==> src/rtl/multi_adc_capture.sv <==
// Multi-channel LTC2315-class ADC capture: one shared CS/SCK pair, one SDO per channel,
// all channels delivered as one aligned word per sample period with block indexing.
module multi_adc_capture #(
  parameter int CHANNELS      = 2,
  parameter int DATA_BITS     = 12,
  parameter int LEAD_BITS     = 1,
  parameter int FRAME_BITS    = 16,
  parameter int SCK_DIV       = 2,
  parameter int SAMPLE_PERIOD = 100,
  parameter int BLOCK_WORDS   = 256
) (
  input  logic                             clk,
  input  logic                             rst_n,
  input  logic                             start,
  input  logic                             burst_mode,
  input  logic [CHANNELS-1:0]              adc_sdo,
  output logic                             adc_cs,
  output logic                             adc_sck,
  output logic                             sample_valid,
  output logic [16*CHANNELS-1:0]           sample_data,
  output logic [$clog2(BLOCK_WORDS)-1:0]   sample_index,
  output logic                             block_ready,
  output logic                             burst_done,
  output logic                             busy
);

  localparam int PC_W  = $clog2(SAMPLE_PERIOD);
  localparam int PH_W  = $clog2(SCK_DIV + 1);
  localparam int BC_W  = $clog2(FRAME_BITS + 1);
  localparam int IDX_W = $clog2(BLOCK_WORDS);

  localparam logic [PC_W-1:0]  FRAME_END  = PC_W'(2 * SCK_DIV * FRAME_BITS - 1);
  localparam logic [PC_W-1:0]  PERIOD_END = PC_W'(SAMPLE_PERIOD - 1);
  localparam logic [PH_W-1:0]  PH_END     = PH_W'(SCK_DIV - 1);
  localparam logic [BC_W-1:0]  LEAD_C     = BC_W'(LEAD_BITS);
  localparam logic [BC_W-1:0]  DATA_C     = BC_W'(DATA_BITS);
  localparam logic [IDX_W-1:0] IDX_LAST   = IDX_W'(BLOCK_WORDS - 1);

  typedef enum logic [1:0] {IDLE, SHIFT, CONV, HOLD} state_t;

  state_t                 state;
  logic [PC_W-1:0]        pcnt;
  logic [PH_W-1:0]        ph;
  logic [BC_W-1:0]        bcnt;
  logic [BC_W-1:0]        bit_rel;
  logic                   burst_r;
  logic                   sck_rise;
  logic                   in_win;
  logic                   vld_p0;
  logic [DATA_BITS-1:0]   data_p0 [CHANNELS];
  logic [16*CHANNELS-1:0] word_p0;

  // A rising SCK edge is produced (and SDO sampled) when the half-period divider
  // wraps while SCK is low; the frame-end cycle forces SCK low instead.
  assign sck_rise = (state == SHIFT) && (pcnt != FRAME_END) && (ph == PH_END) && !adc_sck;
  assign bit_rel  = bcnt - LEAD_C;
  assign in_win   = (bit_rel < DATA_C);

  // Stage p0: serial shift-in of the result window, MSB first
  always_ff @(posedge clk) begin
    if (sck_rise && in_win) begin
      for (int i = 0; i < CHANNELS; i++)
        data_p0[i] <= {data_p0[i][DATA_BITS-2:0], adc_sdo[i]};
    end
  end

  always_comb begin
    word_p0 = '0;
    for (int i = 0; i < CHANNELS; i++)
      word_p0[16*i +: DATA_BITS] = data_p0[i];
  end

  // Stage p1: sequencing, SCK/CS generation and the aligned output word
  always_ff @(posedge clk or negedge rst_n) begin
    if (!rst_n) begin
      state        <= IDLE;
      pcnt         <= '0;
      ph           <= '0;
      bcnt         <= '0;
      burst_r      <= 1'b0;
      vld_p0       <= 1'b0;
      adc_cs       <= 1'b1;
      adc_sck      <= 1'b0;
      sample_valid <= 1'b0;
      sample_data  <= '0;
      sample_index <= '0;
      block_ready  <= 1'b0;
      burst_done   <= 1'b0;
      busy         <= 1'b0;
    end else begin
      vld_p0       <= 1'b0;
      sample_valid <= vld_p0;
      block_ready  <= vld_p0 && (sample_index == IDX_LAST);
      if (vld_p0) begin
        sample_data <= word_p0;
        if (burst_r && (sample_index == IDX_LAST))
          burst_done <= 1'b1;
      end
      if (sample_valid)
        sample_index <= sample_index + 1'b1;

      case (state)
        IDLE: begin
          burst_r <= burst_mode;
          if (start && !burst_done) begin
            state  <= SHIFT;
            pcnt   <= '0;
            ph     <= '0;
            bcnt   <= '0;
            adc_cs <= 1'b0;
            busy   <= 1'b1;
          end
        end
        SHIFT: begin
          pcnt <= pcnt + 1'b1;
          if (pcnt == FRAME_END) begin
            state   <= CONV;
            adc_cs  <= 1'b1;
            adc_sck <= 1'b0;
            vld_p0  <= 1'b1;
          end else if (ph == PH_END) begin
            ph      <= '0;
            adc_sck <= !adc_sck;
            if (!adc_sck)
              bcnt <= bcnt + 1'b1;
          end else begin
            ph <= ph + 1'b1;
          end
        end
        CONV: begin
          if (pcnt == PERIOD_END) begin
            pcnt <= '0;
            if (burst_done) begin
              state        <= HOLD;
              busy         <= 1'b0;
              sample_index <= '0;
            end else if (start) begin
              state  <= SHIFT;
              ph     <= '0;
              bcnt   <= '0;
              adc_cs <= 1'b0;
            end else begin
              state <= IDLE;
              busy  <= 1'b0;
            end
          end else begin
            pcnt <= pcnt + 1'b1;
          end
        end
        HOLD: begin
          if (!start) begin
            state      <= IDLE;
            burst_done <= 1'b0;
          end
        end
        default: state <= IDLE;
      endcase
    end
  end

endmodule
==> config.mk <==
export PLATFORM = sky130hd
export DESIGN_NAME = multi_adc_capture
export DESIGN_NICKNAME = d
export VERILOG_FILES = /design/src/rtl/multi_adc_capture.sv
export SDC_FILE = /design/constraint.sdc
export NUM_CORES = 1
export LEC_CHECK = 0
export ABC_AREA = 1
export CAP_MARGIN = 5
export CORE_MARGIN = 2
export CORE_UTILIZATION = 45
export DETAILED_ROUTE_END_ITERATION = 10
export PLACE_DENSITY = 0.73
export SKIP_LAST_GASP = 1
export SLEW_MARGIN = 20
export SYNTH_ARGS = -nofsm -noshare
export SYNTH_HDL_FRONTEND = slang
export SYNTH_SLANG_ARGS = --single-unit
==> constraint.sdc <==
create_clock -name clk -period 3.5 [get_ports clk]
set_clock_uncertainty 0.2 [all_clocks]
set_input_delay 0.35 -clock clk [delete_from_list [all_inputs] [get_ports clk]]
set_output_delay 0.35 -clock clk [all_outputs]
set_load 0.1 [all_outputs]
Word level (Yosys, flattened, before mapping)
Memory sizes are Yosys's and may differ from the RTL's.
Index checks and enable logic that the tools add are counted.
W data, S select, Z words.

cells by class
  eq/ne operators = 18
  $add $sub $neg = 5
  magnitude comparators = 1
  muxes and demuxes = 50
  reduce and logical (&&, ||, !) cells = 20

operator list
  operator               number
  $mux W5                7
  $mux W8                4
  $mux W2                11
  $pmux W7 S3            1
  $mux W1                20
  $pmux W5 S3            1
  $mux W7                2
  $ne A2 B2 Y1 const B   7
  $reduce_and A6 Y1      2
  $add A8 B1 Y8 const B  1
  $eq A8 B8 Y1 const B   1
  $pmux W2 S4            1
  $reduce_and A4 Y1      2
  $reduce_and A8 Y1      1
  $add A7 B1 Y7 const B  1
  $eq A7 B6 Y1 const B   1
  $eq A7 B7 Y1 const B   1
  $logic_and A1 B1 Y1    7
  $ne A7 B6 Y1 const B   1
  $pmux W2 S3            1
  $add A5 B1 Y5 const B  1
  $lt A5 B4 Y1 const B   1
  $sub A5 B1 Y5 const B  1
  $eq A2 B1 Y1 const B   2
  other kinds (11)       16

word-level totals
  memories kept = 1
  output and inout port bits = 46
  word-level logic and storage cells = 109
  bits of input ports = 6
  bits in registers = 56
  RAM bits = 24

memories
  memory   depth  width  rd ports  clocked after memory_dff  write ports  line  source
  data_p0  2      12     2         0                         2            50    logic [DATA_BITS-1:0] data_p0 [CHANNELS];

Depth between registers and ports, before layout
Gate-level depths: netlist of run 1.

  word-level depth = 7
  gate-level depth with buffers = 10
  mapped depth without buffers = 10

Worst setup path before layout of run 1
No wires, ideal clock.

  path type = reg2reg
  from = reg adc_sck
  to = mem data_p0[0][0] (enable)
  data arrival time = 2933 ps
  clock period less this slack = 3575 ps
  cell stages (with the launch flop) = 5
  required time = 2858 ps
  library setup time = 442 ps
  setup slack = -75 ps
  buffers on the path = 0
  path through = dfrtp_1 -> inv_1 -> nand2_1 -> nor2_2 -> a21boi_0

RTL lines
  what                    line  source
  start, declared         18    output logic adc_sck,
  start signal, assigned  123   adc_sck <= !adc_sck;
  end, declared           50

Worst setup path in the final report of run 1
  from = reg adc_cs
  to = out adc_cs

RTL lines
  what                    line  source
  start, declared         17    output logic adc_cs,
  start signal, assigned  82    adc_cs <= 1'b1;
  start signal, assigned  110   adc_cs <= 1'b0;
  start signal, assigned  118   adc_cs <= 1'b1;

No word-level cell between the ends.

==> results.yml, run 1 <==
run_status:
  status: "completed"
setup_path:
  criticalPathCategory: "flop to primary output"
  crit_fanout: 2
  cpPeakStageDelay_ns: 1.13
  arrival_ns: 2.00
  critPathLaunchType: "flop"
  r2r_cells: 6
  critical_path.top_delay_family: "buffers and inverters"
  crit_cells: 1
  ff2ff_setup_slack_ns: 1.28
  required_ns: 2.95
  critPathSlowestCell: "clkdlybuf4s50_1"
  crit_chain: "clkdlybuf4s50_1"
  path_buf_inv: 1
  end_kind: "primary output"
logic_synthesis:
  syn-instance-count: 335
  synth_area_um2: 3623
  ys_seq_area_share_pct: 58.60
  yosysWarnings: 0
  yosysUniqueCellTypes: 37
  ys_ff_latch: 80
  synth.avg_cell_area_um2: 10.82
timing:
  hold_viol: 0
  period_needed_ns: 2.553
  final_max_slew_viol_count: 0
  hold_ws_ns: 0.2440
  tightest_slew_ns: 1.002
  rsz0062_at_grt: "no"
  slew_headroom_pct: 33.02
  finalCritPeriodShare_pct: 72.95
  setup-violations-final: 0
  setup_ws_ns: 0.9469
  fmax_mhz: 391.7
  timing.setup.tns_ns: 0
grt:
  overflow: 0
  grt_max_degree: 47
  grt.total_usage_pct: 15.20
  grt_pass1_vias: 2322
  antenna_found_initial: 0
  grt_pass1_wl_um: 10390
finish:
  seq_area_um2: 2125
  drive_gt1_share_pct: 18.37
  nets: 403
  syn_to_final_growth_pct: 20.06
  multiInputGateArea_um2: 1292
  num-fill-cells: 673
  diodes: 0
placed_design:
  dp_slack_ns: 1.299
  dp_hpwl_um: 4473
  port-buffer-count: 43
  place_congestion: 0.8290
power_and_ir_drop:
  power_uw: 1707
  powerDensity_nw_per_um2: 392.4
  p_leak_uw: 0.001989
  ir_drop_uv: 299.1
clocking:
  clock_latency_ns: 0.35
  cts_resized: 0
  cts_sinks: 80
  max-clock-path-buffers: 2
  cts_root_buf: "clkbuf_8"
  cts_made_buffers: 9
  cts.clk_slew.worst_paths_ns: 0.09
  cts_tree: "yes"
  ctsHtreeMaxLevel: 3
drt:
  vias: 2380
  drc: 0
  viasPerCell: 4.818
  ant_nets: 0
  wl_um: 6383
  wl_per_cell_um: 12.92
  drt_iter0_drc: 182
  firstDrtPassIters: 4
floorplanning:
  row_count: 32
  ios: 52
  start_util_pct: 46.65
  dieWidth_um: 93.74
  dieArea_um2: 8786
  placeableCoreArea_um2: 7767
  fp.dieH_um: 93.74
flow_run:
  drv_cap: 0
min_path:
  min_path_cells: 0
  hold_class: "flop to flop"
-- per-layer routing --
metal | vias up | GRT usage [%] | wire length (um) | part of all wire, %
met1 | 1145 | 20.16 | 2974 | 47
li1 | 1177 | - | - | -
met4 | 0 | 6.401 | 109 | 1.7
met2 | 49 | 24.23 | 3084 | 48
met3 | 9 | 3.291 | 214 | 3.4
met5 | - | 0 | 0 | 0
-- report_power, final --
group / total (uW) / switching, uW / internal, uW / leakage (uW)
Clock: 691 / 353 / 337 / 0.0000958
Sequential: 958 / 0.356 / 958 / 0.000970
Combinational: 57.9 / 51.5 / 6.44 / 0.000923
Total: 1710 / 405 / 1300 / 0.00199
-- flip-flops by register name (all words and copies together), names as in the netlist, 2 cells and up --
register,count
pcnt,7
ph,2
data_p0,24
sample_data,24
state,2
bcnt,5
sample_index,8
-- placed cells by master, fill, tap and decap left out, types with 2 or more instances in the layout --
master,instances
nand2_1,72
nor2_2,4
inv_6,2
edfxtp_1,24
nand2_4,2
inv_2,4
dfrtp_1,54
o21ai_0,9
clkbuf_8,9
a21boi_2,2
xor2_1,7
mux2_2,24
nand2_2,7
buf_4,3
nor2_1,20
nand3_1,16
inv_1,34
nand3_2,2
conb_1,8
o21ai_1,2
nand3b_1,2
a21oi_1,6
nand4_1,5
nor2_4,4
clkinvlp_4,2
clkdlybuf4s50_1,42
ha_1,10
-- timing repair --
item | CTS | global route
hold buffers | 0 | 1
hold endpoints to repair | 0 | 44
setup buffers | 0 | 0
-- Yosys cell counts (all sizes together) --
cell,instances,share of area [%]
nor3b,1,0.21
nand3b,2,0.41
nor2,28,4.0
nor3,1,0.14
mux2,24,7.5
dfrtp,55,38
nand4,6,1.2
o211ai,1,0.21
a31o,1,0.24
edfxtp,24,20
nand3,18,2.8
and3,1,0.17
xor2,7,1.7
or3,1,0.17
nand2,81,9.3
o21ai,11,1.5
dfstp,1,0.73
buf,12,2.4
a21oi,6,0.83
and2,1,0.24
clkinv,1,0.24
a21boi,2,0.52
conb,1,0.10
inv,38,3.9
ha,10,3.5
a22oi,1,0.21
-- final timing paths --
kind | startpoint | to
min in group asynchronous | rst_n | sample_data[27]
max | adc_cs | adc_cs
min | data_p0[0][12] | data_p0[0][13]
max reg2reg | state[1] | data_p0[0][8]
max in group asynchronous | rst_n | burst_r
min reg2reg | data_p0[0][12] | data_p0[0][13]
-- logic make-up after synthesis --
family / Yosys count / share of synthesized area (%)
AO/OA/AOI/OAI: 22 / 3.522
XOR/XNOR: 7 / 1.692
adder cells (fa/ha/maj): 10 / 3.453
buffers and inverters: 51 / 6.561
flip-flops: 80 / 58.60
multiplexers: 24 / 7.459
other: 1 / 0.1035
AND/OR/NAND/NOR: 140 / 18.61
-- metrics by stage --
| stage | instances | cell area (um^2) | util, % |
|---|---|---|---|
| after floorplan | 342 | 3650 | - |
| after global placement | 477 | 4135 | 53.24 |
| after detailed placement | 477 | 4135 | 53.24 |
| after CTS | 493 | 4337 | 55.83 |
| after global routing | 494 | 4350 | 56.01 |
| final | 494 | 4350 | 56.01 |
-- area by class of cell --
cell class	count	share of cell area [%]
clock buffer	9	2.847
clock inverter	7	1.783
inverter	39	3.480
multi-input combinational	211	29.71
sequential	80	48.84
tap	102	2.934
timing repair buffer	46	10.41
No activity file was read; power rests on OpenSTA's default activity.
==> run 2, diff against run 1 <==
==> constraint.sdc (replaced) <==
create_clock -name clk -period 2.2 [get_ports clk]
set_clock_uncertainty 0.2 [all_clocks]
set_input_delay 0.22 -clock clk [delete_from_list [all_inputs] [get_ports clk]]
set_output_delay 0.22 -clock clk [all_outputs]
set_load 0.1 [all_outputs]
==> results.yml, run 2 (synthesized netlist as in run 1, its figures left out) <==
power_and_ir_drop:
  ir_drop_uv: 280.6
  p_int_uw: 1968
  powerDensity_nw_per_um2: 617.2
  p_sw_share_pct: 25.51
  p_leak_uw: 0.002071
  seqPwrFrac_pct: 57.7
  p_comb_share_pct: 3.5
  power_uw: 2642
  p_switching_uw: 673.9
  p_clk_share_pct: 38.7
setup_path:
  reg2reg_to: "data_p0[0][4]"
  critPathLaunchType: "flop"
  r2r_start: "pcnt[0]"
  r2r_cells: 8
  ff2ff_setup_slack_ns: 0.11
  crit_fanout: 24
  crit_path_frequent_cell: "nand2_2"
  crit_chain: "ha_1, nand2_2, nor2_4, nand2_2, nand2_1, nor2_2, a21boi_4, buf_12"
  setup.worst_path.start: "pcnt[0]"
  cpPeakStageDelay_ns: 0.44
  critPathSlowestCell: "dfrtp_1"
  criticalPathCategory: "flop to flop"
  required_ns: 2.06
  end_kind: "flop"
  arrival_ns: 1.95
placed_design:
  dp_hpwl_um: 4458
  port-buffer-count: 43
  place_inst: 480
  place_congestion: 0.8380
  dp_slack_ns: 0.1317
grt:
  grt_max_degree: 32
  grt_pass1_vias: 2297
  gr-usage-met3_pct: 4.173
  grt.total_usage_pct: 15.65
  overflow: 0
  grt_use_met2_pct: 22.86
  grt_pass1_wl_um: 10670
  top_usage_layer: "met2"
  use_met1_pct: 22.52
  antenna_found_initial: 0
timing:
  period_needed_ns: 2.094
  hold_ws_ns: 0.2058
  timing.setup.tns_ns: 0
  rsz0062_at_grt: "no"
  setup-violations-final: 0
  fmax_mhz: 477.6
  hold_viol: 0
  setup_ws_ns: 0.1062
  finalCritPeriodShare_pct: 95.17
  final_max_slew_viol_count: 0
drt:
  vias: 2416
  ant_nets: 0
  wl_per_cell_um: 12.68
  drc: 0
  wl_um: 6302
  drt_iter0_drc: 122
  firstDrtPassIters: 4
  viasPerCell: 4.861
clocking:
  cts_sinks: 80
  cts_root_buf: "clkbuf_8"
  cts_setup_buffers: 0
  cts_hold_buf: 1
  ctsHtreeMaxLevel: 3
  max-clock-path-buffers: 2
  cts_resized: 0
  clock_latency_ns: 0.35
  cts_tree: "yes"
  cts_made_buffers: 9
  cts.clk_slew.worst_paths_ns: 0.09
finish:
  final_cell_mix: "nand2_1, dfrtp_1, buf_4, inv_1"
  num-fill-cells: 666
  reg_top3: "data_p0 (24), sample_data (24), sample_index (8)"
  seq_area_um2: 2125
  drive_gt1_share_pct: 28.86
  multiInputGateArea_um2: 1300
  syn_to_final_growth_pct: 18.13
  layout_commonest_cell: "nand2_1"
  final_cells: 497
  diodes: 0
  nets: 406
floorplanning:
  fp.dieH_um: 93.74
  row_count: 32
  ios: 52
  dieArea_um2: 8786
  dieWidth_um: 93.74
  start_util_pct: 46.65
  placeableCoreArea_um2: 7767
flow_run:
  drv_cap: 0
min_path:
  hold_class: "input pin to async pin"
run_status:
  status: "completed"
## run 2: metal layers
| metal | part of all wire, % | wire length (um) | vias to the layer above |
|---|---|---|---|
| met5 | 0 | 0 | - |
| met4 | 1.3 | 80 | 0 |
| met3 | 4.6 | 293 | 10 |
| met2 | 46 | 2881 | 57 |
| met1 | 48 | 3047 | 1165 |
| li1 | - | - | 1184 |
## run 2: per-stage QoR
step	area, um^2	utilization [%]
after floorplan	3662	-
after global placement	4084	52.58
after detailed placement	4084	52.58
after CTS	4280	55.11
after global routing	4280	55.11
final	4280	55.11
## run 2: power groups by stage
| stage | combinational [uW] | sequential (uW) | clock, uW |
|---|---|---|---|
| 6_report | 93.4 | 1520 | 1020 |
| 2_1_floorplan | 71.2 | 1560 | 0 |
| 3_5_place_dp | 93.9 | 1560 | 0 |
| 3_3_place_gp | 93.4 | 1560 | 0 |
| 5_1_grt | 102 | 1530 | 1120 |
| 4_1_cts | 95.2 | 1520 | 1050 |
## run 2: how the worst max path moves through the flow
stage	slack (ns)	endpoint
floorplan	0.05	data_p0[0][0]
finish	0.11	data_p0[0][4]
detailed placement	0.13	data_p0[0][8]
global placement	0.21	data_p0[0][10]
global route	0.002	data_p0[0][12]
CTS	0.10	data_p0[0][12]
## run 2: critical path, delay by kind of cell (launching register included)
family	cells	cell delay, ns
flip-flops	1	0.44
AND/OR/NAND/NOR	5	0.47
adder cells (fa/ha/maj)	1	0.26
AO/OA/AOI/OAI	1	0.23
buffers and inverters	1	0.19
## run 2: cell type report
cell class                      instances  area share (%)
Clock buffer                            9           2.894
Clock inverter                          7           1.462
Inverter                               39           3.537
Multi-Input combinational cell        211           30.37
Sequential cell                        80           49.63
Tap cell                              102           2.982
Timing Repair Buffer                   49           9.120
==> run 3, diff against run 2 <==
--- a/config.mk
+++ b/config.mk
@@ -5,10 +5,10 @@
 export SDC_FILE = /design/constraint.sdc
 export NUM_CORES = 1
 export LEC_CHECK = 0
-export ABC_AREA = 1
 export CAP_MARGIN = 5
 export CORE_MARGIN = 2
 export CORE_UTILIZATION = 45
+export CTS_CLUSTER_DIAMETER = 200
 export DETAILED_ROUTE_END_ITERATION = 10
 export PLACE_DENSITY = 0.73
 export SKIP_LAST_GASP = 1
==> results.yml, run 3 <==
drt:
  ant_nets: 0
  drc: 0
  drt_iter0_drc: 119
  firstDrtPassIters: 4
  viasPerCell: 5.240
  wl_per_cell_um: 14.03
  vias: 2290
  wl_um: 6129
power_and_ir_drop:
  p_leak_uw: 0.001880
  powerDensity_nw_per_um2: 878.3
  ir_drop_uv: 349.9
  power_uw: 3646
finish:
  reg_top3: "data_p0 (24), sample_data (24), sample_index (8)"
  layout_commonest_cell: "dfrtp_1"
  drive_gt1_share_pct: 31.66
  nets: 349
  syn_to_final_growth_pct: 21.27
  diodes: 0
  utilization_pct: 56.93
  final_cells: 437
  final_cell_mix: "dfrtp_1, buf_4, mux2_2, nand2_1, edfxtp_1"
timing:
  finalCritPeriodShare_pct: 94.23
  slew_headroom_pct: 62.85
  setup-violations-final: 0
  setup_ws_ns: 0.1270
  timing.setup.tns_ns: 0
  fmax_mhz: 482.4
  final_max_slew_viol_count: 0
  period_needed_ns: 2.073
  tightest_slew_ns: 0.5573
  hold_viol: 0
clocking:
  cts_root_buf: "clkbuf_8"
  cts_setup_buffers: 0
  cts_made_buffers: 9
  cts_tree: "yes"
  max-clock-path-buffers: 2
  ctsHtreeMaxLevel: 3
  clock_latency_ns: 0.35
  cts_sinks: 80
  cts.clk_slew.worst_paths_ns: 0.08
min_path:
  hold_class: "input pin to async pin"
floorplanning:
  fp.dieH_um: 91.22
  placeableCoreArea_um2: 7292
  start_util_pct: 46.95
  dieArea_um2: 8321
  ios: 52
  dieWidth_um: 91.22
  row_count: 31
placed_design:
  port-buffer-count: 43
  dp_hpwl_um: 4244
  place_congestion: 0.8639
  place_inst: 420
  dp_slack_ns: 0.03243
logic_synthesis:
  synth-async-reset-ratio_pct: 70.00
  synth_area_leaders: "dfrtp_1, edfxtp_1, mux2_2, ha_1, nand2_1"
  synth_top_area_share_pct: 40.20
  yosysUniqueCellTypes: 49
  yosysMostFrequentCell: "dfrtp_1"
  ys_ff_latch: 80
  synth.avg_cell_area_um2: 12.49
  synth_top_area_cell: "dfrtp_1"
  syn-instance-count: 274
  ys_top_cells_by_count: "dfrtp_1, mux2_2, edfxtp_1, nand2_1, nor2_1"
  synth_area_um2: 3423
  synth_edf_count: 24
  ys_seq_area_share_pct: 62.02
  yosysWarnings: 0
  synth_top_flop_cell: "dfrtp_1"
setup_path:
  crit_fanout: 5
  end_kind: "flop"
  required_ns: 2.28
  r2r_cells: 6
  criticalPathCategory: "flop to flop"
  critPathLaunchType: "flop"
  arrival_ns: 2.15
grt:
  antenna_found_initial: 0
  grt_max_degree: 26
  grt_pass1_vias: 2139
  grt_pass1_wl_um: 10240
  overflow: 0
  grt.total_usage_pct: 15.78
flow_run:
  drv_cap: 0
run_status:
  status: "completed"
-- run 3: repair_timing --
action                                  in CTS  in global routing
endpoints found under the setup margin       0                  6
hold buffers                                 1                  0
gates resized for setup                      0                  5
endpoints found under the hold margin       18                  0
-- run 3: stage by stage --
| step | hold slack (ns) | area, um^2 |
|---|---|---|
| after floorplan | -0.2756 | 3452 |
| after global placement | 0.02444 | 3938 |
| after detailed placement | 0.02088 | 3938 |
| after CTS | 0.1818 | 4135 |
| after global routing | 0.2114 | 4151 |
| final | 0.1944 | 4151 |
-- run 3: final timing paths --
path | from | endpoint | slack [ns]
setup / recovery | pcnt[0] | bcnt[2] | 0.13
hold / removal | rst_n | sample_data[27] | 0.19
setup reg to reg | pcnt[0] | bcnt[2] | 0.13
hold reg to reg | data_p0[0][10] | data_p0[0][11] | 0.24
max in group asynchronous | rst_n | sample_data[16] | 1.02
min in group clk | adc_sdo[0] | data_p0[0][0] | 0.22
-- run 3: layer usage --
layer / global-route usage [%] / share of wire (%)
met2: 22.96 / 45
met3: 3.485 / 4.1
met4: 8.207 / 2.2
met1: 22.18 / 48
met5: 0 / 0
-- run 3: worst max-delay path, stage by stage, from the launching register on --
cell	delay (ns)
dfrtp_1	0.39
ha_2	0.22
and4bb_2	0.29
a41o_2	0.22
nand2_2	0.08
or4b_1	0.50
nand3_1	0.11
-- run 3: kinds of logic after synthesis --
family	count (synthesis)	synth area share (%)
xor gates and xnor gates	7	1.791
AOI/OAI and AO/OA	43	8.261
buffers and inverters	25	3.911
muxes	26	8.516
other	1	0.1095
DFF	80	62.02
and+or+nand+nor	82	11.73
adders and majority gates	10	3.655
-- run 3: final cells by class --
type / instances / area [um^2]
Sequential cell: 80 / 2126
Inverter: 10 / 37.54
Timing Repair Buffer: 56 / 467.9
Clock buffer: 10 / 137.6
Tap cell: 99 / 123.9
Clock inverter: 6 / 50.05
Fill cell: 629 / 3141
Multi-Input combinational cell: 176 / 1209
-- run 3: power breakdown --
| part | total, uW | internal (uW) | switching [uW] |
|---|---|---|---|
| combinational | 982 | 344 | 638 |
| sequential | 1660 | 1590 | 69.5 |
| clock | 1000 | 456 | 547 |
| total | 3650 | 2390 | 1250 |
